File: config.mk
export PLATFORM = sky130hd
export DESIGN_NAME = crossroad1_core_cpu_0_oci_dct_packer
export DESIGN_NICKNAME = d
export VERILOG_FILES = /design/src/rtl/crossroad1_core_cpu_0_oci_pkg.sv /design/src/rtl/crossroad1_core_cpu_0_oci_dct_insert.sv /design/src/rtl/crossroad1_core_cpu_0_oci_dct_packer.sv
export SDC_FILE = /design/constraint.sdc
export NUM_CORES = 1
export LEC_CHECK = 0
export CAP_MARGIN = 20
export CORE_MARGIN = 2
export CORE_UTILIZATION = 25
export CTS_CLUSTER_SIZE = 24
export DETAILED_ROUTE_END_ITERATION = 10
export DONT_BUFFER_PORTS = 1
export SETUP_SLACK_MARGIN = 0.2
export SLEW_MARGIN = 20
export SYNTH_ARGS = -nofsm -noshare
export SYNTH_HDL_FRONTEND = slang
export SYNTH_SLANG_ARGS = --single-unit
File: constraint.sdc
create_clock -name clk -period 4.1 [get_ports clk]
set_input_delay 0.615 -clock clk [delete_from_list [all_inputs] [get_ports clk]]
set_output_delay 0.615 -clock clk [all_outputs]
set_load 0.05 [all_outputs]
File: src/rtl/crossroad1_core_cpu_0_oci_pkg.sv
// Shared definitions for the OCI data-trace packing path.
//   SYM_W    : bits per trace symbol
//   BUF_SYMS : symbol capacity of the packing buffer
//   CNT_W    : width of symbol counts (2^CNT_W > BUF_SYMS)
//   BUF_W    : packing buffer width in bits
//   GRP_SYMS : maximum symbols per input group
package crossroad1_core_cpu_0_oci_pkg;

    localparam int SYM_W    = 2;
    localparam int BUF_SYMS = 15;
    localparam int CNT_W    = 4;
    localparam int BUF_W    = SYM_W * BUF_SYMS;
    localparam int GRP_SYMS = 3;
    localparam int GRP_W    = SYM_W * GRP_SYMS;

    typedef logic [SYM_W-1:0] trace_sym_t;
    typedef logic [CNT_W-1:0] dct_cnt_t;

    // Evaluated one bit wider than a count so that 14 + 3 cannot wrap and
    // falsely report room in the buffer.
    function automatic logic grp_fits(input dct_cnt_t cnt, input logic [1:0] add);
        logic [CNT_W:0] sum;
        sum = {1'b0, cnt} + (CNT_W+1)'(add);
        return sum <= (CNT_W+1)'(BUF_SYMS);
    endfunction

endpackage

File: src/rtl/crossroad1_core_cpu_0_oci_dct_insert.sv
// Places a group of up to three trace symbols at a symbol offset inside a
// buffer-wide word. Symbols beyond grp_cnt are forced to zero so stale
// upper bits of the input never leak into the buffer.
//   grp_syms : packed group, symbol 0 in the low bits
//   grp_cnt  : number of valid symbols in the group (0..3)
//   offset   : destination symbol position
//   placed   : BUF_W word holding only the placed group
module crossroad1_core_cpu_0_oci_dct_insert
    import crossroad1_core_cpu_0_oci_pkg::*;
(
    input  logic [GRP_W-1:0] grp_syms,
    input  logic [1:0]       grp_cnt,
    input  dct_cnt_t         offset,
    output logic [BUF_W-1:0] placed
);

    logic [GRP_W-1:0] masked;
    logic [7:0]       shamt;

    always_comb begin
        masked = '0;
        for (int i = 0; i < GRP_SYMS; i++) begin
            if (2'(i) < grp_cnt) begin
                masked[i*SYM_W +: SYM_W] = grp_syms[i*SYM_W +: SYM_W];
            end
        end
        shamt  = 8'(offset) * 8'(SYM_W);
        placed = BUF_W'(masked) << shamt;
    end

endmodule

File: src/rtl/crossroad1_core_cpu_0_oci_dct_packer.sv
// Data-trace packer: packs 1-3 symbol groups LSB-first into a 15-symbol
// buffer, publishes the live buffer to the monitor and seals full, overflowing
// or flushed buffers into a one-entry output frame register.
//   clk, reset_n                  : clock, async active-low reset
//   in_valid/in_ready/in_syms/in_cnt : symbol group input handshake
//   flush / flush_done            : seal partial buffer / buffer drained
//   dct_buffer, dct_count         : live buffer and its fill count
//   out_valid/out_ready/out_frame/out_count : sealed frame handshake
//   frames_sealed                 : seal event counter (wraps)
module crossroad1_core_cpu_0_oci_dct_packer
    import crossroad1_core_cpu_0_oci_pkg::*;
#(
    parameter int STAT_W = 16
) (
    input  logic              clk,
    input  logic              reset_n,
    input  logic              in_valid,
    output logic              in_ready,
    input  logic [GRP_W-1:0]  in_syms,
    input  logic [1:0]        in_cnt,
    input  logic              flush,
    output logic              flush_done,
    output logic [BUF_W-1:0]  dct_buffer,
    output logic [CNT_W-1:0]  dct_count,
    output logic              out_valid,
    input  logic              out_ready,
    output logic [BUF_W-1:0]  out_frame,
    output logic [CNT_W-1:0]  out_count,
    output logic [STAT_W-1:0] frames_sealed
);

    logic [BUF_W-1:0]  buf_q,  buf_d;
    dct_cnt_t          cnt_q,  cnt_d;
    logic              ovld_q, ovld_d;
    logic [BUF_W-1:0]  ofrm_q, ofrm_d;
    dct_cnt_t          ocnt_q, ocnt_d;
    logic [STAT_W-1:0] stat_q, stat_d;

    logic             slot_free;
    logic             fits;
    logic             accept;
    logic             seal;
    dct_cnt_t         ins_offset;
    logic [BUF_W-1:0] placed;

    assign slot_free = !ovld_q || out_ready;
    assign fits      = grp_fits(cnt_q, in_cnt);
    assign in_ready  = !flush && (fits || slot_free);
    assign accept    = in_valid && in_ready;

    // Flush blocks input, so a flush seal never carries a new group. Otherwise
    // a full buffer or a group that does not fit closes the current frame.
    always_comb begin
        if (flush) begin
            seal = (cnt_q != '0) && slot_free;
        end else begin
            seal = slot_free && ((cnt_q == dct_cnt_t'(BUF_SYMS)) || (accept && !fits));
        end
    end

    // A group accepted alongside a seal starts the fresh buffer at position 0.
    assign ins_offset = seal ? '0 : cnt_q;

    crossroad1_core_cpu_0_oci_dct_insert u_insert (
        .grp_syms (in_syms),
        .grp_cnt  (in_cnt),
        .offset   (ins_offset),
        .placed   (placed)
    );

    always_comb begin
        buf_d  = buf_q;
        cnt_d  = cnt_q;
        ovld_d = ovld_q;
        ofrm_d = ofrm_q;
        ocnt_d = ocnt_q;
        stat_d = stat_q;
        if (seal) begin
            ofrm_d = buf_q;
            ocnt_d = cnt_q;
            ovld_d = 1'b1;
            stat_d = stat_q + STAT_W'(1);
            buf_d  = accept ? placed : '0;
            cnt_d  = accept ? dct_cnt_t'(in_cnt) : '0;
        end else begin
            if (out_ready) begin
                ovld_d = 1'b0;
            end
            if (accept) begin
                buf_d = buf_q | placed;
                cnt_d = cnt_q + dct_cnt_t'(in_cnt);
            end
        end
    end

    always_ff @(posedge clk or negedge reset_n) begin
        if (!reset_n) begin
            buf_q  <= '0;
            cnt_q  <= '0;
            ovld_q <= 1'b0;
            ofrm_q <= '0;
            ocnt_q <= '0;
            stat_q <= '0;
        end else begin
            buf_q  <= buf_d;
            cnt_q  <= cnt_d;
            ovld_q <= ovld_d;
            ofrm_q <= ofrm_d;
            ocnt_q <= ocnt_d;
            stat_q <= stat_d;
        end
    end

    assign flush_done    = flush && (cnt_q == '0);
    assign dct_buffer    = buf_q;
    assign dct_count     = cnt_q;
    assign out_valid     = ovld_q;
    assign out_frame     = ofrm_q;
    assign out_count     = ocnt_q;
    assign frames_sealed = stat_q;

endmodule

* Word level (Yosys, flattened, before mapping) *
Index checks and enable logic that the tools add are counted.

word-level totals
  register bits after elaboration = 85

operators by class
  add/subtract/negate cells = 3
  magnitude comparators = 4
  eq/ne operators = 1
  shift-type cells = 1
  multiplexer cells = 13
  bitwise logic cells = 1
  reduce and logical (&&, ||, !) cells = 16

operator list
  operator                 count
  $mux W30                 3
  $or A30 B30 Y30          1
  $shl A6 B5 Y30           1
  $add A16 B1 Y16 const B  1
  $mux W4                  3
  $mux W2                  4
  $logic_and A1 B1 Y1      6
  $add A4 B2 Y5            1
  $le A5 B4 Y1 const B     1
  $add A4 B2 Y4            1
  $eq A4 B4 Y1 const B     1
  $logic_not A4 Y1         1
  $lt A1 B2 Y1 const A     2
  $reduce_bool A2 Y1       2
  $reduce_bool A4 Y1       1
  $logic_not A1 Y1         3
  $logic_or A1 B1 Y1       3
  $mux W1                  3
  $lt A2 B2 Y1 const A     1

* Logic depth before layout (Yosys ltp) *
  depth in word-level cells = 14
  depth in mapped cells = 10

* Cells and area by module *
From an unflattened synthesis, not the netlist that was laid out.

unflattened totals
  cells, all modules = 314
  area, all modules = 4002.6 µm²

modules (own cells, without submodules)
  module                                instances  cells an instance  area an instance (µm²)  sequential area each (µm²)
  crossroad1_core_cpu_0_oci_dct_packer  1          253                3523.4                  2127.0
  crossroad1_core_cpu_0_oci_dct_insert  1          61                 479.2                   0.0

* Worst setup path after synthesis *
OpenSTA, ideal clock, no wires.

  path kind = register to register
  from = register cnt_q[1], in the netlist dct_count[1]
  to = register stat_q[4], in the netlist frames_sealed[4]
  library setup time = 0.142 ns
  arrival time = 2.745 ns
  required time = 3.958 ns
  setup slack = 1.213 ns
  stages on the path, launching flop included = 10
  buffers on the path = 2
  cell sequence = dfrtp_1 clkbuf_1 inv_1 fa_1 nand2b_2 a211oi_4 o21a_2 buf_4 nand4_1 xnor2_1

on the way
  cells in the longest elaborated chain, start to end = 9

RTL lines
  item                    RTL line                                     source
  from (decl)             crossroad1_core_cpu_0_oci_dct_packer.sv:33   dct_cnt_t cnt_q, cnt_d;
  from (signal assigned)  crossroad1_core_cpu_0_oci_dct_packer.sv:106  cnt_q <= cnt_d;
  $add A4 B2 Y5           crossroad1_core_cpu_0_oci_pkg.sv:23          sum = {1'b0, cnt} + (CNT_W+1)'(add);
  $le A5 B4 Y1            crossroad1_core_cpu_0_oci_pkg.sv:24          return sum <= (CNT_W+1)'(BUF_SYMS);
  $logic_or A1 B1 Y1      crossroad1_core_cpu_0_oci_dct_packer.sv:48   assign in_ready = !flush && (fits || slot_free);
  $logic_and A1 B1 Y1     crossroad1_core_cpu_0_oci_dct_packer.sv:48
  $logic_and A1 B1 Y1     crossroad1_core_cpu_0_oci_dct_packer.sv:49   assign accept = in_valid && in_ready;
  $logic_and A1 B1 Y1     crossroad1_core_cpu_0_oci_dct_packer.sv:57   seal = slot_free && ((cnt_q == dct_cnt_t'(BUF_SYMS)) || (accept && !fits));
  $logic_or A1 B1 Y1      crossroad1_core_cpu_0_oci_dct_packer.sv:57
  $logic_and A1 B1 Y1     crossroad1_core_cpu_0_oci_dct_packer.sv:57
  $mux W1 *               crossroad1_core_cpu_0_oci_dct_packer.sv:54   if (flush) begin
  to (signal assigned)    crossroad1_core_cpu_0_oci_dct_packer.sv:110  stat_q <= stat_d;
  to (decl)               crossroad1_core_cpu_0_oci_dct_packer.sv:37   logic [STAT_W-1:0] stat_q, stat_d;

Every way passes the cells marked *; elsewhere a longest branch is shown, timed or not.
A chain may end at the register's enable or synchronous reset.

* Final worst setup path *
  from = register cnt_q[0], in the netlist dct_count[0]
  to = register buf_q[28], in the netlist dct_buffer[28]

on the way
  cells in the longest elaborated chain, start to end = 14

RTL lines
  item                  RTL line                                     source
  $add A4 B2 Y5         crossroad1_core_cpu_0_oci_pkg.sv:23
  $le A5 B4 Y1          crossroad1_core_cpu_0_oci_pkg.sv:24
  $logic_or A1 B1 Y1    crossroad1_core_cpu_0_oci_dct_packer.sv:48
  $logic_and A1 B1 Y1   crossroad1_core_cpu_0_oci_dct_packer.sv:48
  $logic_and A1 B1 Y1   crossroad1_core_cpu_0_oci_dct_packer.sv:49
  $logic_and A1 B1 Y1   crossroad1_core_cpu_0_oci_dct_packer.sv:57
  $logic_or A1 B1 Y1    crossroad1_core_cpu_0_oci_dct_packer.sv:57
  $logic_and A1 B1 Y1   crossroad1_core_cpu_0_oci_dct_packer.sv:57
  $mux W1               crossroad1_core_cpu_0_oci_dct_packer.sv:54
  $mux W4               crossroad1_core_cpu_0_oci_dct_packer.sv:62   assign ins_offset = seal ? '0 : cnt_q;
  $shl A6 B5 Y30        crossroad1_core_cpu_0_oci_dct_insert.sv:28   placed = BUF_W'(masked) << shamt;
  $or A30 B30 Y30       crossroad1_core_cpu_0_oci_dct_packer.sv:90   buf_d = buf_q | placed;
  $mux W30              crossroad1_core_cpu_0_oci_dct_packer.sv:89   if (accept) begin
  $mux W30              crossroad1_core_cpu_0_oci_dct_packer.sv:78   if (seal) begin
  to (signal assigned)  crossroad1_core_cpu_0_oci_dct_packer.sv:105  buf_q <= buf_d;
  to (decl)             crossroad1_core_cpu_0_oci_dct_packer.sv:32   logic [BUF_W-1:0] buf_q, buf_d;

Parallel ways exist; a longest one is shown, timed or not. The select of a mux whose other input is x is not followed.

==> results.md <==
- Yosys top cell area share: 54.6%
- Post-Place Setup Slack: between 0.9 and 1 ns
- ANT nets after route: 0
- Slowest cell on the critical path: o21a_2
- Top sig layer: met4
- Setup violators final: 0
- Vias in the first global route: 3089
- Setup CP Type: flip-flop to flip-flop
- Worst setup margin: 1.19 ns
- TritonCTS Sinks: 85
- Pins Over Slew Limit: 0
- Synth async-reset ratio: 100%
- Drt via density: 4.92
- Setup TNS: 0 ns
- Final Cycle Share: 71.0%
- Post-detail-place hpwl: approximately 8600 um
- Yosys warns: 0
- Status: finished, final reports clean
- Arrival time worst endpoint: roughly 3.1 ns
- Filler cell count: 1602
- Most area-consuming cells after synthesis: dfrtp_1, nand2_1, o21ai_0
- Longest Clk Path Bufs: 2
- Post-route DRC: 0
- Crit-path max FO: 32
- Crit path time final: 2.91 ns
- Total power: between 3 and 4 mW
- EDFF count, synth: 0
- Worst-path clk slew: 0.06 ns
- First-pass iteration count of the detailed router: 4
- Cells after Synth: between 400 and 500
- Root buffer cell: clkbuf_16
- Final Skew: 0.00619 ns
- Gr ovfl total: 0
- Total wire length: 11800 um
- Largest net degree at the start of global routing: 86
- Cells after DPL: 592
- Mapped Area: about 3900 sq um
- WL met3: between 1000 and 1500 um
- Synth cell types: 51
- Synth area leader: dfrtp_1
- CP endpoint kind: flip-flop
- # nets final: 433
- Setup bufs post-CTS: 0
- Synth Flop Type: dfrtp_1
- Avg Cell Area, Syn: about 9.4 sq um
- Number of diodes: 0
- Synthesized flop and latch total: 85
- Die Area: 16600 sq um
- Leak: between 2 and 2.5 nW
- Area Overhead vs Synth: 13.9%
- Crit path required time: 4.30 ns
- Starting density of the core: 25.6%
- Met2 WL: 5440 um
- Core Rows: 45
- Avg WL per Cell: 19.4 um
- Die Y: 129 um
- Hold Violations, Final: 0
- Worst-skew pair later-pin latency: 0.34 ns
- Family with the most delay on the worst path: compound AO/OA/AOI/OAI gates
- Antenna violations before repair: 0
- Layout Cells excl Fill: 608
- H-Tree Depth: 3
- Max transition margin: between 20% and 30%
- Core Area: 15200 sq um
- GRT Util Overall: 14.7%
- Die Wd: 129 um
- Total CTS buffers: 9
- I/O pin count: 100
- Critical path cell sequence: ha_1 > inv_1 > fa_1 > nand2b_2 > a211oi_4 > o21a_2 > buf_4 > or3_1 > o21ai_0
- Syn nets: 431
- Worst min-delay path class: input pin to asynchronous set/reset pin
- Initial DRC Count: between 150 and 200
- M1 wire length: 5070 um
- First-pass GRT wire length: 18200 um
- Worst path buffer plus inverter count: 2
- Worst-Margin Slew: roughly 1.1 ns
- GP Congestion: 0.898
- Unrepaired setup endpoints after global routing: false
- CP startpoint kind: flip-flop
- Max Cap Viol: 0
- CTS tree: done
- I/O Buffers: 0
- Via count of the routed design: 2990
- Worst ir drop on vdd: about 310 uV
- Post-synthesis sequential area ratio: 54.6%
- CP max stage delay: ~0.60 ns
- Share of cells above drive strength 1: under 10%
- Fmax: roughly 0.34 GHz
- Pwr Density: 763 nW/um^2
state kept, by name, summed over array words and instances, names as in the netlist:
name,count
dct_count,4
out_count,4
out_frame,30
out_valid,1
dct_buffer,30
frames_sealed,16
synthesized netlist by cell type (all sizes together), types with 2 or more instances:
library cell / number
inv: 15
dfrtp: 85
nand3: 10
and2: 3
a31oi: 5
o211ai: 3
o221ai: 3
clkbuf: 9
a22o: 10
xnor2: 8
a21oi: 18
o21ai: 32
nand4: 3
nor3: 12
buf: 10
nor2b: 3
a22oi: 5
a211oi: 2
and3: 4
nand2: 114
nand2b: 5
o22ai: 2
o32ai: 2
nor2: 19
mux2i: 3
ha: 3
nor4: 2
xor2: 8
or4: 2
or3: 4
area by class of cell:
cell class / instances / area [sq um] / area share [%]
tap: 188 / 235 / 5.30
timing repair buffer: 10 / 95.1 / 2.14
inverter: 15 / 56.3 / 1.27
clock buffer: 9 / 225 / 5.07
clock inverter: 6 / 65.1 / 1.46
sequential: 85 / 2130 / 47.9
multi-input combinational: 295 / 1640 / 36.9
per-stage QoR:
| stage | utilization (%) | hold slack, ns | instance area [sq um] |
|---|---|---|---|
| global placement | 27.1 | 0.322 | 4120 |
| finish | 29.2 | 0.173 | 4440 |
| detailed placement | 27.1 | 0.323 | 4120 |
| global route | 29.2 | 0.199 | 4440 |
| CTS | 29.2 | 0.200 | 4440 |
| floorplan | - | 0.319 | 3900 |
where the power goes:
group	internal [mW]	leakage [nW]	switching [mW]
Clock	0.468	0.141	0.336
Sequential	1.00	1.14	0.766
Combinational	0.237	0.760	0.578
cells in the final DEF, fill, tap and decap left out, drive strengths merged, types with 3 or more instances in the layout:
| master | synthesis | final |
|---|---|---|
| nor3 | 12 | 12 |
| a21oi | 18 | 18 |
| inv | 15 | 15 |
| xnor2 | 8 | 8 |
| nand4 | 3 | 3 |
| o221ai | 3 | 3 |
| and3 | 4 | 4 |
| or3 | 4 | 4 |
| a22oi | 5 | 5 |
| nand2 | 114 | 114 |
| nor2 | 19 | 19 |
| ha | 3 | 3 |
| mux2i | 3 | 3 |
| xor2 | 8 | 8 |
| dfrtp | 85 | 85 |
| buf | 10 | 10 |
| and2 | 3 | 3 |
| nor2b | 3 | 3 |
| clkbuf | 9 | 9 |
| o21ai | 32 | 32 |
| nand2b | 5 | 5 |
| a31oi | 5 | 5 |
| clkinv | 0 | 4 |
| a22o | 10 | 10 |
| nand3 | 10 | 10 |
| o211ai | 3 | 3 |
cells by family after synthesis:
group / synth area share, %
and+or+nand+nor: 20.9
muxes: 0.770
AOI/OAI and AO/OA: 15.1
xor gates and xnor gates: 3.59
DFF: 54.6
buffers and inverters: 3.63
adders and majority gates: 1.48
metal layers:
layer / track usage, % / up-vias
met4: 3.58 / 0
met3: 5.95 / 6
met5: 0 / -
met2: 22.8 / 110
met1: 19.2 / 1454
li1: - / 1420
timing repair:
item,CTS,global route
hold endpoints to repair,85,0
gates resized for setup,0,0
hold buffers,1,0
path summary, 6_finish.rpt:
| kind | slack, ns | cells past startpoint | from | to |
|---|---|---|---|---|
| worst max-delay path | 1.19 | 9 | dct_count[0]$_DFFE_PN0P_ | dct_buffer[28]$_DFFE_PN0P_ |
| worst min-delay path | 0.17 | 1 | reset_n | out_frame[15]$_DFFE_PN0N_ |
| worst max register to register | 1.19 | 9 | dct_count[0]$_DFFE_PN0P_ | dct_buffer[28]$_DFFE_PN0P_ |
| worst min register to register | 0.66 | 2 | dct_count[1]$_DFFE_PN0P_ | out_count[1]$_DFFE_PN0N_ |
| max in group asynchronous | 3.58 | 1 | reset_n | frames_sealed[15]$_DFFE_PN0N_ |
| min in group clk | 0.43 | 2 | in_cnt[0] | dct_count[0]$_DFFE_PN0P_ |
No activity file was read; power rests on OpenSTA's default activity.
